[config.mk]
export PLATFORM = sky130hd
export DESIGN_NAME = cu_dispatch_receiver
export DESIGN_NICKNAME = d
export VERILOG_FILES = /design/src/rtl/cu_dispatch_receiver.sv
export SDC_FILE = /design/constraint.sdc
export NUM_CORES = 2
export LEC_CHECK = 0
export BUFFER_PORTS_ARGS = -buffer_cell sky130_fd_sc_hd__clkbuf_2
export CAP_MARGIN = 30
export CORE_MARGIN = 5
export CORE_UTILIZATION = 35
export CTS_CLUSTER_SIZE = 24
export DETAILED_ROUTE_END_ITERATION = 12
export GPL_TIMING_DRIVEN = 0
export SYNTH_ARGS = -nofsm -noshare
export SYNTH_HDL_FRONTEND = slang
export SYNTH_SLANG_ARGS = --single-unit
[constraint.sdc]
create_clock -name clk -period 6.35 [get_ports clk]
set_clock_uncertainty 0.15 [all_clocks]
set_input_delay 0 -clock clk [delete_from_list [all_inputs] [get_ports clk]]
set_output_delay 0 -clock clk [all_outputs]
set_load 0.01 [all_outputs]
[src/rtl/cu_dispatch_receiver.sv]
// CU-side endpoint of the dispatcher wavefront protocol: slot allocation, launch
// descriptor FIFO toward the wavepool, and retire-to-done tag return.

module cu_wf_slot #(
  parameter int TAG_W = 15
) (
  input  logic             clk,
  input  logic             rst,
  input  logic             alloc,
  input  logic             dealloc,
  input  logic [TAG_W-1:0] tag_in,
  output logic             valid,
  output logic [TAG_W-1:0] tag
);
  always_ff @(posedge clk) begin
    if (rst) begin
      valid <= 1'b0;
      tag   <= '0;
    end else if (alloc) begin
      valid <= 1'b1;
      tag   <= tag_in;
    end else if (dealloc) begin
      valid <= 1'b0;
    end
  end
endmodule

module cu_dispatch_receiver #(
  parameter int NUM_WF_SLOTS = 40,
  parameter int WF_ID_WIDTH  = 6,
  parameter int LAUNCH_DEPTH = 4
) (
  input  logic                   clk,
  input  logic                   rst,
  input  logic                   dispatch2cu_wf_dispatch,
  input  logic [3:0]             dispatch2cu_wg_wf_count,
  input  logic [5:0]             dispatch2cu_wf_size_dispatch,
  input  logic [8:0]             dispatch2cu_sgpr_base_dispatch,
  input  logic [9:0]             dispatch2cu_vgpr_base_dispatch,
  input  logic [14:0]            dispatch2cu_wf_tag_dispatch,
  input  logic [15:0]            dispatch2cu_lds_base_dispatch,
  input  logic [31:0]            dispatch2cu_start_pc_dispatch,
  output logic                   launch_valid,
  input  logic                   launch_ready,
  output logic [WF_ID_WIDTH-1:0] launch_wf_id,
  output logic [3:0]             launch_wg_wf_count,
  output logic [5:0]             launch_wf_size,
  output logic [8:0]             launch_sgpr_base,
  output logic [9:0]             launch_vgpr_base,
  output logic [15:0]            launch_lds_base,
  output logic [31:0]            launch_start_pc,
  input  logic                   retire_valid,
  input  logic [WF_ID_WIDTH-1:0] retire_wf_id,
  output logic                   cu2dispatch_wf_done,
  output logic [14:0]            cu2dispatch_wf_tag_done,
  output logic                   overflow_err,
  output logic                   retire_err
);
  localparam int PTR_W = (LAUNCH_DEPTH > 1) ? $clog2(LAUNCH_DEPTH) : 1;
  localparam int CNT_W = PTR_W + 1;

  typedef struct packed {
    logic [WF_ID_WIDTH-1:0] wf_id;
    logic [3:0]             wg_wf_count;
    logic [5:0]             wf_size;
    logic [8:0]             sgpr_base;
    logic [9:0]             vgpr_base;
    logic [15:0]            lds_base;
    logic [31:0]            start_pc;
  } launch_t;

  logic [NUM_WF_SLOTS-1:0]       slot_valid, slot_alloc, slot_dealloc, ret_sel;
  logic [NUM_WF_SLOTS-1:0][14:0] slot_tag;
  logic                          any_free, ret_hit, retire_ok, accept, pop, fifo_full;
  logic [WF_ID_WIDTH-1:0]        alloc_id;
  logic [14:0]                   ret_tag;
  logic [PTR_W-1:0]              wr_ptr, rd_ptr;
  logic [CNT_W-1:0]              count;
  launch_t                       fifo_mem [LAUNCH_DEPTH];
  launch_t                       push_ent, head;

  // Lowest-index free slot wins; slot_valid is registered, so a slot retired
  // this cycle only becomes allocatable next cycle.
  always_comb begin
    any_free = 1'b0;
    alloc_id = '0;
    for (int i = NUM_WF_SLOTS - 1; i >= 0; i--) begin
      if (!slot_valid[i]) begin
        any_free = 1'b1;
        alloc_id = WF_ID_WIDTH'(i);
      end
    end
  end

  // Decoding against every slot index makes out-of-range IDs miss naturally.
  always_comb begin
    ret_hit = 1'b0;
    ret_tag = '0;
    ret_sel = '0;
    for (int i = 0; i < NUM_WF_SLOTS; i++) begin
      if (retire_wf_id == WF_ID_WIDTH'(i)) begin
        ret_hit    = slot_valid[i];
        ret_tag    = slot_tag[i];
        ret_sel[i] = 1'b1;
      end
    end
  end

  assign launch_valid = (count != '0);
  assign fifo_full    = (count == CNT_W'(LAUNCH_DEPTH));
  assign pop          = launch_valid && launch_ready;
  assign accept       = dispatch2cu_wf_dispatch && any_free && (!fifo_full || pop) && !rst;
  assign retire_ok    = retire_valid && ret_hit && !rst;

  always_comb begin
    slot_alloc   = '0;
    slot_dealloc = '0;
    for (int i = 0; i < NUM_WF_SLOTS; i++) begin
      slot_alloc[i]   = accept && (alloc_id == WF_ID_WIDTH'(i));
      slot_dealloc[i] = retire_ok && ret_sel[i];
    end
  end

  for (genvar g = 0; g < NUM_WF_SLOTS; g++) begin : g_slot
    cu_wf_slot #(.TAG_W(15)) u_slot (
      .clk     (clk),
      .rst     (rst),
      .alloc   (slot_alloc[g]),
      .dealloc (slot_dealloc[g]),
      .tag_in  (dispatch2cu_wf_tag_dispatch),
      .valid   (slot_valid[g]),
      .tag     (slot_tag[g])
    );
  end

  assign push_ent = '{
    wf_id:       alloc_id,
    wg_wf_count: dispatch2cu_wg_wf_count,
    wf_size:     dispatch2cu_wf_size_dispatch,
    sgpr_base:   dispatch2cu_sgpr_base_dispatch,
    vgpr_base:   dispatch2cu_vgpr_base_dispatch,
    lds_base:    dispatch2cu_lds_base_dispatch,
    start_pc:    dispatch2cu_start_pc_dispatch
  };

  always_ff @(posedge clk) begin
    if (rst) begin
      wr_ptr <= '0;
      rd_ptr <= '0;
      count  <= '0;
    end else begin
      if (accept) wr_ptr <= wr_ptr + PTR_W'(1);
      if (pop)    rd_ptr <= rd_ptr + PTR_W'(1);
      case ({accept, pop})
        2'b10:   count <= count + CNT_W'(1);
        2'b01:   count <= count - CNT_W'(1);
        default: count <= count;
      endcase
    end
  end

  // Storage needs no reset: the head is masked to zero whenever the FIFO is empty.
  always_ff @(posedge clk) begin
    if (accept) fifo_mem[wr_ptr] <= push_ent;
  end

  assign head               = launch_valid ? fifo_mem[rd_ptr] : '0;
  assign launch_wf_id       = head.wf_id;
  assign launch_wg_wf_count = head.wg_wf_count;
  assign launch_wf_size     = head.wf_size;
  assign launch_sgpr_base   = head.sgpr_base;
  assign launch_vgpr_base   = head.vgpr_base;
  assign launch_lds_base    = head.lds_base;
  assign launch_start_pc    = head.start_pc;

  always_ff @(posedge clk) begin
    if (rst) begin
      cu2dispatch_wf_done     <= 1'b0;
      cu2dispatch_wf_tag_done <= '0;
      overflow_err            <= 1'b0;
      retire_err              <= 1'b0;
    end else begin
      cu2dispatch_wf_done <= retire_ok;
      if (retire_ok) cu2dispatch_wf_tag_done <= ret_tag;
      if (dispatch2cu_wf_dispatch && !accept) overflow_err <= 1'b1;
      if (retire_valid && !ret_hit)           retire_err   <= 1'b1;
    end
  end
endmodule

# ---- Word level (Yosys, flattened, before mapping)
# Memory sizes are Yosys's and may differ from the RTL's. A register that Yosys moved wholly into a read port is not among the register bits.
# Cells that the tools add are included.
dict set report word_totals {
  elab_cells 596
  regBits 665
  out_inout_bits 102
  memories 1
  mem_bits_rw 332
}
dict set report op_classes {
  n_mux 286
  n_eq_ne 81
  n_addsub 4
  n_reduce_logical 137
}
# name depth width rd rd_ports_with_merged_regs wr line
set mem_list {}
lappend mem_list {fifo_mem 4 83 1 1 1 79} ;# launch_t fifo_mem [LAUNCH_DEPTH];
# cell n
set ops {}
lappend ops {{2-to-1 mux 15 bit} 40}
lappend ops {{2-to-1 mux 6 bit} 40}
lappend ops {{2-to-1 mux 1 bit} 202}
lappend ops {{== test 6 x 5 -> 1 bit (second input constant)} 32}
lappend ops {{== test 6 x 4 -> 1 bit (second input constant)} 16}
lappend ops {{== test 6 bit (second input constant)} 16}
lappend ops {{logical AND 1 bit} 88}
lappend ops {{2-to-1 mux 83 bit} 1}
lappend ops {{nonzero test 2 bit} 41}
lappend ops {{== test 6 x 3 -> 1 bit (second input constant)} 8}
lappend ops {{== test 6 x 2 -> 1 bit (second input constant)} 4}
lappend ops {{== test 6 x 1 -> 1 bit (second input constant)} 2}
lappend ops {{logical NOT 6 bit} 2}
lappend ops {{one-hot mux 3 bit (2 select lines)} 1}
lappend ops {{adder 2 x 1 -> 2 bit (second input constant)} 2}
lappend ops {{logical NOT 1 bit} 4}
lappend ops {{2-to-1 mux 2 bit} 2}
lappend ops {{adder 3 x 1 -> 3 bit (second input constant)} 1}
lappend ops {{== test 3 bit (second input constant)} 1}
lappend ops {{nonzero test 3 bit} 1}
lappend ops {{subtractor 3 x 1 -> 3 bit (second input constant)} 1}
lappend ops {{== test 2 x 1 -> 1 bit (second input constant)} 1}
lappend ops {{== test 2 bit (second input constant)} 1}
lappend ops {{logical OR 1 bit} 1}

# ---- Longest topological paths before layout
dict set report depth {
  depth_word 46
  mapped_depth 13
  mapped_depth_nobuf 10
}

# ---- Cells and area by module
# A second synthesis with hierarchy kept.
dict set report unflattened {
  hier_cells 3896
  hier_area_um2 43797.0
}
# mod seq_area_each_um2 n_inst cells_each area_each_um2
set modules_own_cells {}
lappend modules_own_cells {cu_wf_slot 320.3 40 53 584.3}
lappend modules_own_cells {cu_dispatch_receiver 10510.1 1 1776 20424.6}

# ---- Worst setup path after synthesis
# No wires, ideal clock.
dict set report synth_timing {
  path_type {register to register}
  startpoint {register g_slot[32].u_slot.valid}
  endpoint {memory fifo_mem[0][0] (netlist bit), enable pin}
  path_stages_with_launch 5
  period_less_slack_ns 3.719
  required_time_ns 5.749
  path_slack_ns 2.631
  path_buffers 0
  arrival_ns 3.119
  path_cell_list {dfxtp_1 -> and4_1 -> nor2b_1 -> a41oi_1 -> and2_1}
}
dict set report synth_between {
  elab_chain_cells 38
}
# item line
set synth_rtl {}
lappend synth_rtl {{from (decl)} 12} ;# output logic valid,
lappend synth_rtl {{from (signal assigned)} 17} ;# valid <= 1'b0;
lappend synth_rtl {{from (signal assigned)} 20} ;# valid <= 1'b1;
lappend synth_rtl {{from (signal assigned)} 23} ;# valid <= 1'b0;
lappend synth_rtl {{2-to-1 mux 1 bit (33 in a row)} 88} ;# if (!slot_valid[i]) begin
lappend synth_rtl {{logical AND 1 bit (3 in a row)} 112} ;# assign accept = dispatch2cu_wf_dispatch && any_free && (!fifo_full || pop) && !rst;
lappend synth_rtl {{2-to-1 mux 1 bit} 164} ;# if (accept) fifo_mem[wr_ptr] <= push_ent;
lappend synth_rtl {{2-to-1 mux 1 bit (not written as such)} 164}
lappend synth_rtl {{to (decl)} 79}
# No other way between the ends.

# ---- Final worst setup path
dict set report layout_timing {
  startpoint {input port retire_wf_id[1]}
  endpoint {register cu2dispatch_wf_tag_done[0]}
}
dict set report layout_between {
  elab_chain_cells 43
  word_cells_on_any_way 122
  classes_between {eq/ne: 39; mux: 80; reduce/logical: 3}
}
# item line
set layout_rtl {}
lappend layout_rtl {{from (decl)} 53} ;# input logic [WF_ID_WIDTH-1:0] retire_wf_id,
lappend layout_rtl {{logical NOT 6 bit} 101} ;# if (retire_wf_id == WF_ID_WIDTH'(i)) begin
lappend layout_rtl {{2-to-1 mux 1 bit (40 in a row)} 101}
lappend layout_rtl {{logical AND 1 bit (2 in a row)} 113} ;# assign retire_ok = retire_valid && ret_hit && !rst;
lappend layout_rtl {{to (signal assigned)} 184} ;# if (retire_ok) cu2dispatch_wf_tag_done <= ret_tag;
lappend layout_rtl {{to (decl)} 55} ;# output logic [14:0] cu2dispatch_wf_tag_done,
# Parallel ways exist; a longest one is shown, timed or not.
# A chain may end at the register's enable or synchronous reset.

==> results.md <==
* Top cell type's share of synthesized area at 30.6%
* Post-Layout Inst Area at 0.0536 mm^2
* Fillers at 11,800
* Bufs on Longest Clock Path at 3
* # rows at 129
* Outcome: completed
* Share of cells above drive strength 1 at 16.3%
* Min-delay src: retire_valid
* Post-synthesis sequential area ratio at 53.5%
* Critical path type: in2reg
* Min Tclk post-route at 4960 ps
* Total core area at 0.124 mm^2
* Arr. time, crit path at 5500 ps
* Tcrit/Tclk final at 78.2%
* Syn. warnings at 0
* Synth cell types at 100
* Fraction of registers with async set/reset at 0%
* Post-CTS Repair Setup Buffers at 0
* #FFs+latches synth at 999
* Die area at 0.132 mm^2
* Worst-skew pair later-pin latency at 770 ps
* Die Span X at 363 um
* CTS Root Cell: clkbuf_16
* FMAX at 201 MHz
* Layout area overhead at 23.0%
* Vias in the first global route at 35,100
* Synth cell count leaders: 667 x dfxtp_1, 649 x nor2_1, 567 x mux2i_1, 332 x edfxtp_1, 254 x nand2_1
* Most common cell in the synthesized netlist: dfxtp_1
* Largest net degree at the start of global routing at 58
* Post-Route WL at 214,000 um
* Clock slew at reported path FFs at 60 ps
* Total CTS buffers at 110
* CP endpoint kind: flip-flop
* Final setup viols at 0
* Hold Fails Final Rpt at 0
* Total power at 16.2 mW
* RSZ-0062 raised after global routing: false
* Post_cts resized at 0
* Sink Count at 999
* Slew HR at 22.2%
* Worst EP required at 6890 ps
* Antenna Violating Nets Remaining at 0
* Most frequent cell on the critical path: buf_2
* H-tree levels at 3
* Setup crit start: retire_wf_id[1]
* I/O pin count at 205
* RR Startpoint: g_slot[31].u_slot.valid$_SDFFE_PP0P_
* DR vias/cell at 6.02
* Max-cap viol count at 0
* Post-synthesis cell area at 0.0436 mm^2
* Drt wl/cell at 33.9 um
* Initial Util at 35.2%
* Worst-path maximum fanout at 10
* Slew Viols, Final at 0
* Pre-Repair DR Iteration Count at 8
* Area contributors post-synth: dfxtp_1 31%, edfxtp_1 23%, mux2i_1 13%
* Leak at 20.9 nW
* Port Buffer Count at 188
* Area after DPL at 0.0479 mm^2
* CP max stage cell: nor4_1
* Fin nets at 4,689
* Pwr Density at 302 mW/mm^2
* Post-synth net total at 4,123
* Initial DRC Count at 6,041
* Gr usage total at 31.4%
* Setup crit start kind: input pin
* Number of synthesized flops with an enable pin at 332
* # DRC at 0
* Avg Cell Area, Syn at 10.9 um^2
* Via Count at 38,100
* Worst slew pin tran at 1170 ps
* Total grt overflow at 0
* CTS tree: done
* Synth Instances at 4,014
* Setup TNS at 0 ps
* Largest stage delay on the critical path at 790 ps
* Die height at 363 um
* HP Class: in2reg
* Synth area leader: dfxtp_1
* Global-route wire length before repair at 288,000 um
* GPL Wtd Cong at 1.07
* Top FF cell, synth: dfxtp_1
* Post-DP HPWL at 158,000 um
* Crit path cell chain: clkbuf_2, buf_4, buf_4, buf_2, buf_2, buf_2, buf_2, o32ai_1, o2111ai_1, o211ai_1, nor4_1, o21ai_0, nand2_1
* Maximum vdd drop at 0.000238 V
* Initial antenna violation count at 15
worst max-delay path: cells and delay by family:
family	cells	cell delay [ps]
compound gates	4	1460
buf+inv	7	3110
simple gates	2	900
final cells by class:
type | count | area (um^2) | share of cell area, %
Antenna cell | 17 | 42.5 | 0.0793
Buffer | 350 | 1610 | 3.00
Clock buffer | 149 | 3110 | 5.80
Clock inverter | 58 | 737 | 1.37
Inverter | 24 | 92.6 | 0.173
Multi-Input combinational cell | 2641 | 18600 | 34.7
Sequential cell | 999 | 23300 | 43.5
Tap cell | 1637 | 2050 | 3.82
Timing Repair Buffer | 454 | 4060 | 7.57
final timing paths:
check                                       endpoint  slack, ps  depth (start not counted)
max          cu2dispatch_wf_tag_done[0]$_SDFFE_PP0N_       1390                         13
min reg2reg    g_slot[37].u_slot.tag[8]$_SDFFE_PP0P_        300                          2
max reg2reg    g_slot[38].u_slot.tag[9]$_SDFFE_PP0P_       2040                          9
min                          retire_err$_SDFFE_PP0P_        120                          4
per-layer routing:
layer  wire, um  GRT usage (%)  vias up  part of all wire (%)
met2      88000           45.6     2811                    41
met3      25900           7.61      718                    12
li1           -              -    15700                     -
met1      83000           41.7    18900                    39
met4      17600           20.6        4                   8.2
met5         23              0        -                 0.011
logic make-up (layout without fill, tap and decap cells):
| kind of cell | count (synthesis) | in the layout | synth area share, % |
|---|---|---|---|
| fa+ha+maj | 6 | 6 | 0.189 |
| mux | 689 | 689 | 18.8 |
| simple gates | 1229 | 1229 | 12.9 |
| flops | 999 | 999 | 53.5 |
| other cells | 0 | 17 | 0 |
| xor+xnor | 5 | 5 | 0.100 |
| compound gates | 712 | 712 | 10.5 |
| buf+inv | 374 | 1035 | 3.89 |
placed cells by master, fill, tap and decap left out, types with 24 or more instances in the layout:
cell type,netlist,layout
clkbuf_2,0,190
clkbuf_1,200,217
dlygate4sd3_1,0,175
o22ai_1,53,53
mux4_2,104,104
a21oi_1,224,224
buf_6,11,28
dfxtp_1,667,667
a221oi_1,24,24
edfxtp_1,332,332
buf_4,30,37
mux2i_1,567,567
buf_2,77,78
and2_1,95,91
buf_8,0,57
nor3_1,33,33
nand3_1,47,47
o21ai_0,144,144
clkbuf_16,0,111
nor2_1,649,648
buf_1,32,31
a22oi_1,40,40
nand2_1,254,254
repair_timing:
action	CTS	global route
hold buffers	175	0
hold endpoints to repair	921	0
setup endpoints to repair	0	0
power by group:
| group | internal, mW | total (mW) | switching [mW] |
|---|---|---|---|
| logic | 0.981 | 2.59 | 1.61 |
| clock network | 4.02 | 6.87 | 2.85 |
| registers | 6.69 | 6.72 | 0.0313 |
| total | 11.7 | 16.2 | 4.49 |
state kept, by name, summed over array words and instances (netlist names), named ones only:
signal / count
overflow_err: 1
rd_ptr: 2
wr_ptr: 2
retire_err: 1
g_slot.u_slot.valid: 40
g_slot.u_slot.tag: 600
count: 3
cu2dispatch_wf_tag_done: 15
cu2dispatch_wf_done: 1
fifo_mem: 332
metrics by stage:
step | std cells | util, % | worst slack [ps] | hold slack [ps]
after CTS | 6308 | 43.2 | 1830 | 29.1
after floorplan | 4014 | - | 2630 | -51.1
after detailed placement | 5926 | 38.7 | 1040 | 74.9
after global placement | 5839 | 37.6 | 364 | 69.5
after global routing | 6315 | 43.3 | 1840 | 109
final | 6329 | 43.3 | 1390 | 122
Power figures use the tool's default switching activity.
